### src/rtl/pipearch_common.sv
// Shared pipeline-architecture package: state and configuration types for the
// strided BRAM write engine.
package pipearch_common;

    localparam int unsigned BRAM_ADDR_W = 16;
    localparam int unsigned BRAM_LEN_W  = 16;

    typedef enum logic [1:0] {
        STATE_IDLE,
        STATE_WRITE,
        STATE_FINISH
    } t_write_bram_state;

    typedef struct packed {
        logic [BRAM_ADDR_W-1:0] offset;
        logic [BRAM_LEN_W-1:0]  length;
        logic [BRAM_LEN_W-1:0]  stride;
        logic [BRAM_LEN_W-1:0]  ring;
    } bram_strided_properties;

    // A zero stride would park the pointer on one slot; promote it to 1.
    function automatic logic [BRAM_LEN_W-1:0] effective_stride(
        input logic [BRAM_LEN_W-1:0] stride
    );
        return (stride == '0) ? {{(BRAM_LEN_W-1){1'b0}}, 1'b1} : stride;
    endfunction

endpackage

### src/rtl/bram_ring_pointer.sv
// Line pointer for the strided BRAM writer: advances by stride and folds back
// into [0, ring) when a ring size is configured.
module bram_ring_pointer #(
    parameter int unsigned LEN_W = 16
) (
    input  logic             clk,
    input  logic             reset,
    input  logic             clear,
    input  logic             advance,
    input  logic [LEN_W-1:0] stride,
    input  logic [LEN_W-1:0] ring,
    output logic [LEN_W-1:0] ptr
);

    logic [LEN_W-1:0] ptr_q;
    logic [LEN_W:0]   nxt;
    logic [LEN_W-1:0] wrapped;

    assign nxt = {1'b0, ptr_q} + {1'b0, stride};
    // nxt - ring < ring whenever stride <= ring, so the low bits are exact.
    assign wrapped = nxt[LEN_W-1:0] - ring;

    always_ff @(posedge clk) begin
        if (reset || clear) begin
            ptr_q <= '0;
        end else if (advance) begin
            if ((ring != '0) && (nxt >= {1'b0, ring})) begin
                ptr_q <= wrapped;
            end else begin
                ptr_q <= nxt[LEN_W-1:0];
            end
        end
    end

    assign ptr = ptr_q;

endmodule

### src/rtl/write_bram_strided.sv
// Strided/ring BRAM write engine with ready/busy handshake and done pulse.
// Optional drop/ignored-start statistics under WRITE_BRAM_STRIDED_STATS_EN.
module write_bram_strided
    import pipearch_common::*;
#(
    parameter int unsigned DATA_W = 512,
    parameter int unsigned ADDR_W = 16,
    parameter int unsigned LEN_W  = 16
) (
    input  logic              clk,
    input  logic              reset,
    input  logic              op_start,
    input  logic [ADDR_W-1:0] cfg_offset,
    input  logic [LEN_W-1:0]  cfg_length,
    input  logic [LEN_W-1:0]  cfg_stride,
    input  logic [LEN_W-1:0]  cfg_ring,
    input  logic              in_we,
    input  logic [DATA_W-1:0] in_wdata,
    output logic              in_ready,
    output logic              mem_we,
    output logic [ADDR_W-1:0] mem_waddr,
    output logic [DATA_W-1:0] mem_wdata,
    output logic              busy,
    output logic              done,
`ifdef WRITE_BRAM_STRIDED_STATS_EN
    output logic [31:0]       drop_count,
    output logic [15:0]       ignored_starts,
`endif
    output logic [LEN_W-1:0]  lines_written
);

    if (ADDR_W != BRAM_ADDR_W || LEN_W != BRAM_LEN_W) begin : g_width_check
        $error("ADDR_W/LEN_W must match the pipearch_common property widths");
    end

    t_write_bram_state      state_q, state_d;
    bram_strided_properties cfg_q, cfg_d;
    logic [LEN_W-1:0]       lines_q, lines_d;
    logic [LEN_W-1:0]       ptr;
    logic                   ptr_clear;
    logic                   accept;
    logic                   mem_we_q, done_q;
    logic [ADDR_W-1:0]      mem_waddr_q, waddr_nxt;
    logic [DATA_W-1:0]      mem_wdata_q;

    assign accept    = (state_q == STATE_WRITE) && in_we;
    assign waddr_nxt = cfg_q.offset + ADDR_W'(ptr);

    always_comb begin
        state_d   = state_q;
        cfg_d     = cfg_q;
        lines_d   = lines_q;
        ptr_clear = 1'b0;
        unique case (state_q)
            STATE_IDLE: begin
                if (op_start) begin
                    cfg_d     = '{offset: cfg_offset, length: cfg_length,
                                  stride: cfg_stride, ring: cfg_ring};
                    lines_d   = '0;
                    ptr_clear = 1'b1;
                    state_d   = (cfg_length == '0) ? STATE_FINISH : STATE_WRITE;
                end
            end
            STATE_WRITE: begin
                if (accept) begin
                    lines_d = lines_q + 1'b1;
                    if (lines_q == cfg_q.length - 1'b1) begin
                        state_d = STATE_FINISH;
                    end
                end
            end
            STATE_FINISH: state_d = STATE_IDLE;
            default:      state_d = STATE_IDLE;
        endcase
    end

    always_ff @(posedge clk) begin
        if (reset) begin
            state_q     <= STATE_IDLE;
            cfg_q       <= '0;
            lines_q     <= '0;
            mem_we_q    <= 1'b0;
            mem_waddr_q <= '0;
            mem_wdata_q <= '0;
            done_q      <= 1'b0;
        end else begin
            state_q  <= state_d;
            cfg_q    <= cfg_d;
            lines_q  <= lines_d;
            mem_we_q <= accept;
            // done trails the final mem_we by one cycle
            done_q   <= (state_q == STATE_FINISH);
            if (accept) begin
                mem_waddr_q <= waddr_nxt;
                mem_wdata_q <= in_wdata;
            end
        end
    end

    bram_ring_pointer #(
        .LEN_W(LEN_W)
    ) u_ptr (
        .clk    (clk),
        .reset  (reset),
        .clear  (ptr_clear),
        .advance(accept),
        .stride (effective_stride(cfg_q.stride)),
        .ring   (cfg_q.ring),
        .ptr    (ptr)
    );

    assign in_ready      = (state_q == STATE_WRITE);
    assign busy          = (state_q == STATE_WRITE);
    assign done          = done_q;
    assign mem_we        = mem_we_q;
    assign mem_waddr     = mem_waddr_q;
    assign mem_wdata     = mem_wdata_q;
    assign lines_written = lines_q;

`ifdef WRITE_BRAM_STRIDED_STATS_EN
    logic [31:0] drop_q;
    logic [15:0] ign_q;

    always_ff @(posedge clk) begin
        if (reset) begin
            drop_q <= '0;
            ign_q  <= '0;
        end else begin
            if (in_we && !in_ready && (drop_q != '1)) begin
                drop_q <= drop_q + 1'b1;
            end
            if (op_start && (state_q != STATE_IDLE) && (ign_q != '1)) begin
                ign_q <= ign_q + 1'b1;
            end
        end
    end

    assign drop_count     = drop_q;
    assign ignored_starts = ign_q;
`endif

endmodule

### config.mk
export PLATFORM = sky130hd
export DESIGN_NAME = write_bram_strided
export DESIGN_NICKNAME = d
export VERILOG_FILES = /design/src/rtl/pipearch_common.sv /design/src/rtl/bram_ring_pointer.sv /design/src/rtl/write_bram_strided.sv
export SDC_FILE = /design/constraint.sdc
export NUM_CORES = 1
export LEC_CHECK = 0
export ABC_CLOCK_PERIOD_IN_PS = 4250
export CAP_MARGIN = 20
export CORE_AREA = 5 5 431 433
export CTS_CLUSTER_SIZE = 24
export DETAILED_ROUTE_END_ITERATION = 10
export DIE_AREA = 0 0 436 438
export DONT_BUFFER_PORTS = 1
export HOLD_SLACK_MARGIN = 0.06
export PLACE_DENSITY = 0.3
export SLEW_MARGIN = 0
export SYNTH_ARGS = -nofsm -noshare
export SYNTH_HDL_FRONTEND = slang
export SYNTH_HIERARCHICAL = 1
export SYNTH_SLANG_ARGS = --single-unit
export TNS_END_PERCENT = 10
### constraint.sdc
create_clock -name clk -period 4.25 [get_ports clk]
set_input_delay 1.0625 -clock clk [delete_from_list [all_inputs] [get_ports clk]]
set_output_delay 1.0625 -clock clk [all_outputs]
set_load 0.1 [all_outputs]
* After elaboration in Yosys (flattened, before gate mapping) *
Cells that the tools add are included.

storage, ports and cells
  register bits = 628
  word-level logic and storage cells = 46

cells by class
  $add $sub $neg = 5
  order comparisons = 1
  eq/ne operators = 6
  muxes and demuxes = 12
  reduce and logical (&&, ||, !) cells = 11

operator list
  kind                     number
  $mux W16                 4
  $logic_not A16 Y1        2
  $pmux W16 S2             1
  $add A16 B16 Y17         1
  $ge A17 B16 Y1           1
  $add A16 B1 Y16 const B  1
  $add A16 B16 Y16         1
  $eq A16 B16 Y1           1
  $reduce_bool A16 Y1      1
  $sub A16 B1 Y16 const B  1
  $sub A16 B16 Y16         1
  $mux W2                  4
  $reduce_and A3 Y1        2
  $ne A2 B1 Y1 const B     2
  $pmux W2 S2              1
  $eq A2 B1 Y1 const B     1
  $eq A2 B2 Y1 const B     1
  $logic_and A1 B1 Y1      2
  $logic_not A2 Y1         1
  $mux W1                  2
  $ne A2 B2 Y1 const B     1
  $reduce_and A2 Y1        1
  $reduce_bool A2 Y1       1
  $logic_or A1 B1 Y1       1

* Depth between registers and ports, before layout *
  word-level depth = 6
  gate-level depth with buffers = 19

* Hierarchy *
The synthesis kept the hierarchy.

modules (own cells, without submodules)
  module              times used  cells an instance  area each (µm²)
  write_bram_strided  1           2,892              22,439.0
  bram_ring_pointer   1           305                2,409.8

* Worst setup path after synthesis *
OpenSTA, ideal clock, no wires.

  path type = reg-to-reg
  from = register cfg_q[30] (netlist name)
  to = register u_ptr.ptr_q[0], in the netlist u_ptr/ptr[0]
  data arrival time = 4,072 ps
  required time = 4,184 ps
  slack = 111 ps
  cell stages (with the launch flop) = 19
  period minus slack after synthesis = 4,139 ps
  path through = dfxtp_1 nor3_1 a41o_1 ha_1 fa_1 a21oi_1 o211ai_1 a31o_2 a21oi_1 xnor2_1 ha_1 nand4_1 nor4_1 a2111oi_0 a31oi_2 a31oi_4 buf_6 mux2_4 a21oi_2

on the way
  longest elaborated chain between the ends = 6
  elaborated cells between the ends (all ways) = 7
  those cells by class = add/sub (2); order compare (1); mux (2); reduce/logical (2)

ends and longest elaborated chain
  item                    line                      text
  from (decl)             write_bram_strided.sv:37  bram_strided_properties cfg_q, cfg_d;
  from (signal assigned)  write_bram_strided.sv:88  cfg_q <= cfg_d;
  $logic_not A16 Y1       pipearch_common.sv:25     return (stride == '0) ? {{(BRAM_LEN_W-1){1'b0}}, 1'b1} : stride;
  $mux W16 (*)            pipearch_common.sv:25
  $add A16 B16 Y17 (*)    bram_ring_pointer.sv:19   assign nxt = {1'b0, ptr_q} + {1'b0, stride};
  $ge A17 B16 Y1          bram_ring_pointer.sv:27   if ((ring != '0) && (nxt >= {1'b0, ring})) begin
  $logic_and A1 B1 Y1     bram_ring_pointer.sv:27
  $mux W16 (*)            bram_ring_pointer.sv:27
  to (signal assigned)    bram_ring_pointer.sv:28   ptr_q <= wrapped;
  to (signal assigned)    bram_ring_pointer.sv:30   ptr_q <= nxt[LEN_W-1:0];
  to (decl)               bram_ring_pointer.sv:15   logic [LEN_W-1:0] ptr_q;

Every way passes the cells marked *; elsewhere a longest branch is shown, timed or not.
A chain may end at the register's enable or synchronous reset.

==> results.txt <==
----------------------------------------------------
[Status]
  Run status ... finished, violations left
  Failing checks ... max-slew violations, negative setup slack

[Logic synthesis]
  Post-synthesis share of cell area spent on and, or, nand and nor gates ... 22.7%
  Largest cells by area after synthesis ... sky130_fd_sc_hd__dfxtp_1 51%, sky130_fd_sc_hd__nand2_1 18%, sky130_fd_sc_hd__a21oi_1 13%
  Sequential share of the synthesized area ... 50.6%
  Mux share of post-synthesis cell area ... 0.468%
  Yosys synthesis warning count ... 6
  Synth Area in Compound Gates ... 17.3%
  Post-synthesis cell type with the largest combined area ... sky130_fd_sc_hd__dfxtp_1
  Area share of xor/xnor cells in the synthesized design ... 1.80%
  Ys async rst share ... 0%
  Top_reg_cell synth ... sky130_fd_sc_hd__dfxtp_1
  Cell variety after synth ... 87
  Arithmetic-cell share of the synthesized area counting full adders, half adders and majority gates ... 2.71%
  Top cell type's share of synthesized area ... 50.6%
  Post-synthesis register bit count ... 628
  Combinational family with the most area after synthesis ... simple AND/OR/NAND/NOR gates
  Most repeated cell in the gate-level netlist after synthesis ... sky130_fd_sc_hd__nand2_1
  Post-synthesis instance area ... 0.0248 mm2
  Most numerous cell types in the synthesized netlist ... 1199 x sky130_fd_sc_hd__nand2_1, 631 x sky130_fd_sc_hd__a21oi_1, 628 x sky130_fd_sc_hd__dfxtp_1, 218 x sky130_fd_sc_hd__clkbuf_1, 61 x sky130_fd_sc_hd__nor2_1
  Mean instance size in the synthesized netlist ... 7.77 um2
  Number of nets produced by synthesis ... 3829
  Count of flip-flops with a built-in enable after synthesis ... 0
  Gate Count Post-Synth ... 3197

[Timing]
  Number of max-slew violations in the final report ... 502
  Total setup violations reported at the end of the flow ... 208
  Fin Setup TNS ... -57020 ps
  Worst relative slew slack ... -304%
  Slew of the pin with the lowest slew margin ... 6060 ps
  RSZ-0062 raised after global routing ... true
  Clock tree skew after final layout ... 16.8 ps
  Final WS setup ... -1710 ps
  Hold Violations, Final ... 0
  Maximum frequency from static timing analysis ... 0.168 GHz
  Final Cycle Share ... 140%
  Clock period minus worst slack ... 5960 ps

[Floorplan]
  Number of rows created at floorplan ... 157
  Core ar. ... 0.182 mm2
  Starting density of the core ... 13.7%
  Chip Width ... 436 um
  Ports placed on the boundary ... 1128
  Area of the die ... 0.191 mm2
  Height of the chip ... 438 um

[Placed design]
  I/O Buffers ... 0
  HPWL after detailed placement ... 130000 um
  Global placer's final weighted congestion ... 0.980

[Detailed routing]
  Number of DRC markers after the initial detailed-route iteration ... 1557
  DRC viols ... 0
  Final antenna-violating net count ... 0
  Total length of routed wires ... 164000 um
  1st-pass router iterations ... 7
  Via count ... 22.7k
  Routed len/inst ... 28.6 um
  Detailed-route vias per instance ... 3.97

[Critical path]
  Cell at the slowest stage of the critical path ... sky130_fd_sc_hd__nor2_1
  Critical path's top delay family ... simple AND/OR/NAND/NOR gates
  Required time of the critical path ... 4880 ps
  Sequence of cells on the critical path ... nor2_1 -> a22o_1
  Kind of end point of the critical path ... register
  Buf/Inv on CP ... 0
  Worst path arrival time ... 6590 ps
  Largest stage delay on the critical path ... 2420 ps
  WS Path Type ... primary input to register
  Maximum fanout along the worst path ... 614
  Crit path launch type ... primary input

[Global route]
  Via count of the first global-routing pass ... 22.3k
  Global routing usage summed across all routing layers ... 16.3%
  Initial antenna violation count ... 40
  Global route total overflow ... 0
  First-pass GRT wire length ... 214000 um
  Largest net degree at the start of global routing ... 615

[Layout]
  Net count reported at finish ... 3899
  Layout Area Growth over Synthesis ... 29.3%
  Final Util ... 17.7%
  Fraction of layout cells with a size suffix above 1 ... 12.4%

[CTS]
  Root Buffer ... sky130_fd_sc_hd__clkbuf_16
  Post-cts hold buffer count ... 0
  Clock buffer count from CTS ... 87
  CTS max path bufs ... 3
  Sink Count ... 628
  Worst-path clk slew ... 60 ps
  H-tree depth reported by CTS ... 3
  CTS tree ... yes
  Clk Latency, worst-skew pair ... 700 ps

[Hold path]
  Worst min-delay path category ... register to register

[Power and ir drop]
  Peak supply drop ... 0.000314 V
  Static leakage power ... 11.2 nW
  Power density of the placed cells ... 549 mW/mm2

[Flow run]
  Max_cap viols ... 0

----------------------------------------------------
==> what timing repair did <==
item                       in CTS  in global routing
setup endpoints to repair      16                 16
pin swaps                       6                 30
setup buffers                   3                  5
resized for setup              26                 23
gates cloned                    0                  1
==> power by group <==
part	internal (mW)	switching, mW
logic	0.695	1.24
registers	6.14	1.52
clock network	4.89	3.16
total	11.7	5.92
==> cells in the final DEF (no fill, tap or decap), drive strengths merged, types with 17 or more instances in the layout <==
| master | count |
|---|---|
| dfxtp | 628 |
| clkbuf | 131 |
| xor2 | 23 |
| nand4 | 17 |
| clkinv | 18 |
| nor2 | 61 |
| ha | 49 |
| a21oi | 632 |
| nand3 | 26 |
| buf | 208 |
| inv | 44 |
| nor3 | 21 |
| xnor2 | 28 |
| nor4 | 17 |
| nand2 | 1199 |
| o21ai | 46 |
==> final cells by class <==
type	instances	area, um2
Multi-Input combinational cell	2297	11400
Clock inverter	37	520
Timing Repair Buffer	214	1840
Fill cell	20474	150000
Sequential cell	628	12600
Inverter	39	154
Antenna cell	4	10.0
Tap cell	2385	2980
Clock buffer	125	2600
==> flip-flops by register name, summed over array words and instances, names as in the netlist <==
signal	cells
u_ptr/ptr	16
cfg_q	64
lines_written	16
mem_we	1
mem_waddr	16
state_q	2
done	1
mem_wdata	512
==> logic make-up after synthesis <==
| group | Yosys count |
|---|---|
| simple gates | 1403 |
| fa+ha+maj | 52 |
| flops | 628 |
| xor+xnor | 51 |
| buf+inv | 272 |
| compound gates | 780 |
| mux | 11 |
==> metrics by stage <==
step           power (mW)  worst slack [ps]  instances  instance area (um2)  hold slack (ps)
5_1_grt              18.4              -179       5728                32100              394
4_1_cts              18.0             -81.7       5713                31900              378
3_3_place_gp         9.66              -505       5534                28400              446
2_1_floorplan        8.90               111       3197                24800              436
6_report             17.6             -1710       5729                32100              458
3_5_place_dp         9.65              -526       5548                28600              451
==> path summary, 6_finish.rpt <==
check	startpoint	to	slack (ps)	cells after the start
setup / recovery	reset	mem_waddr[13]$_SDFFE_PP0P_	-1710	2
hold / removal	mem_wdata[349]$_SDFFE_PP0P_	mem_wdata[349]$_SDFFE_PP0P_	460	2
setup reg to reg	cfg_q[29]$_SDFFE_PP0P_	u_ptr/ptr[0]$_SDFFE_PP0P_	-20	20
hold reg to reg	mem_wdata[349]$_SDFFE_PP0P_	mem_wdata[349]$_SDFFE_PP0P_	460	2
==> routing by layer <==
layer	track usage [%]	vias up	share of wire, %
li1	-	10761	-
met1	19.4	11070	41
met2	28.7	728	51
met3	4.45	180	6.5
met4	4.21	10	2.2
met5	0	-	0.039
(Power assumes the default switching activity.)
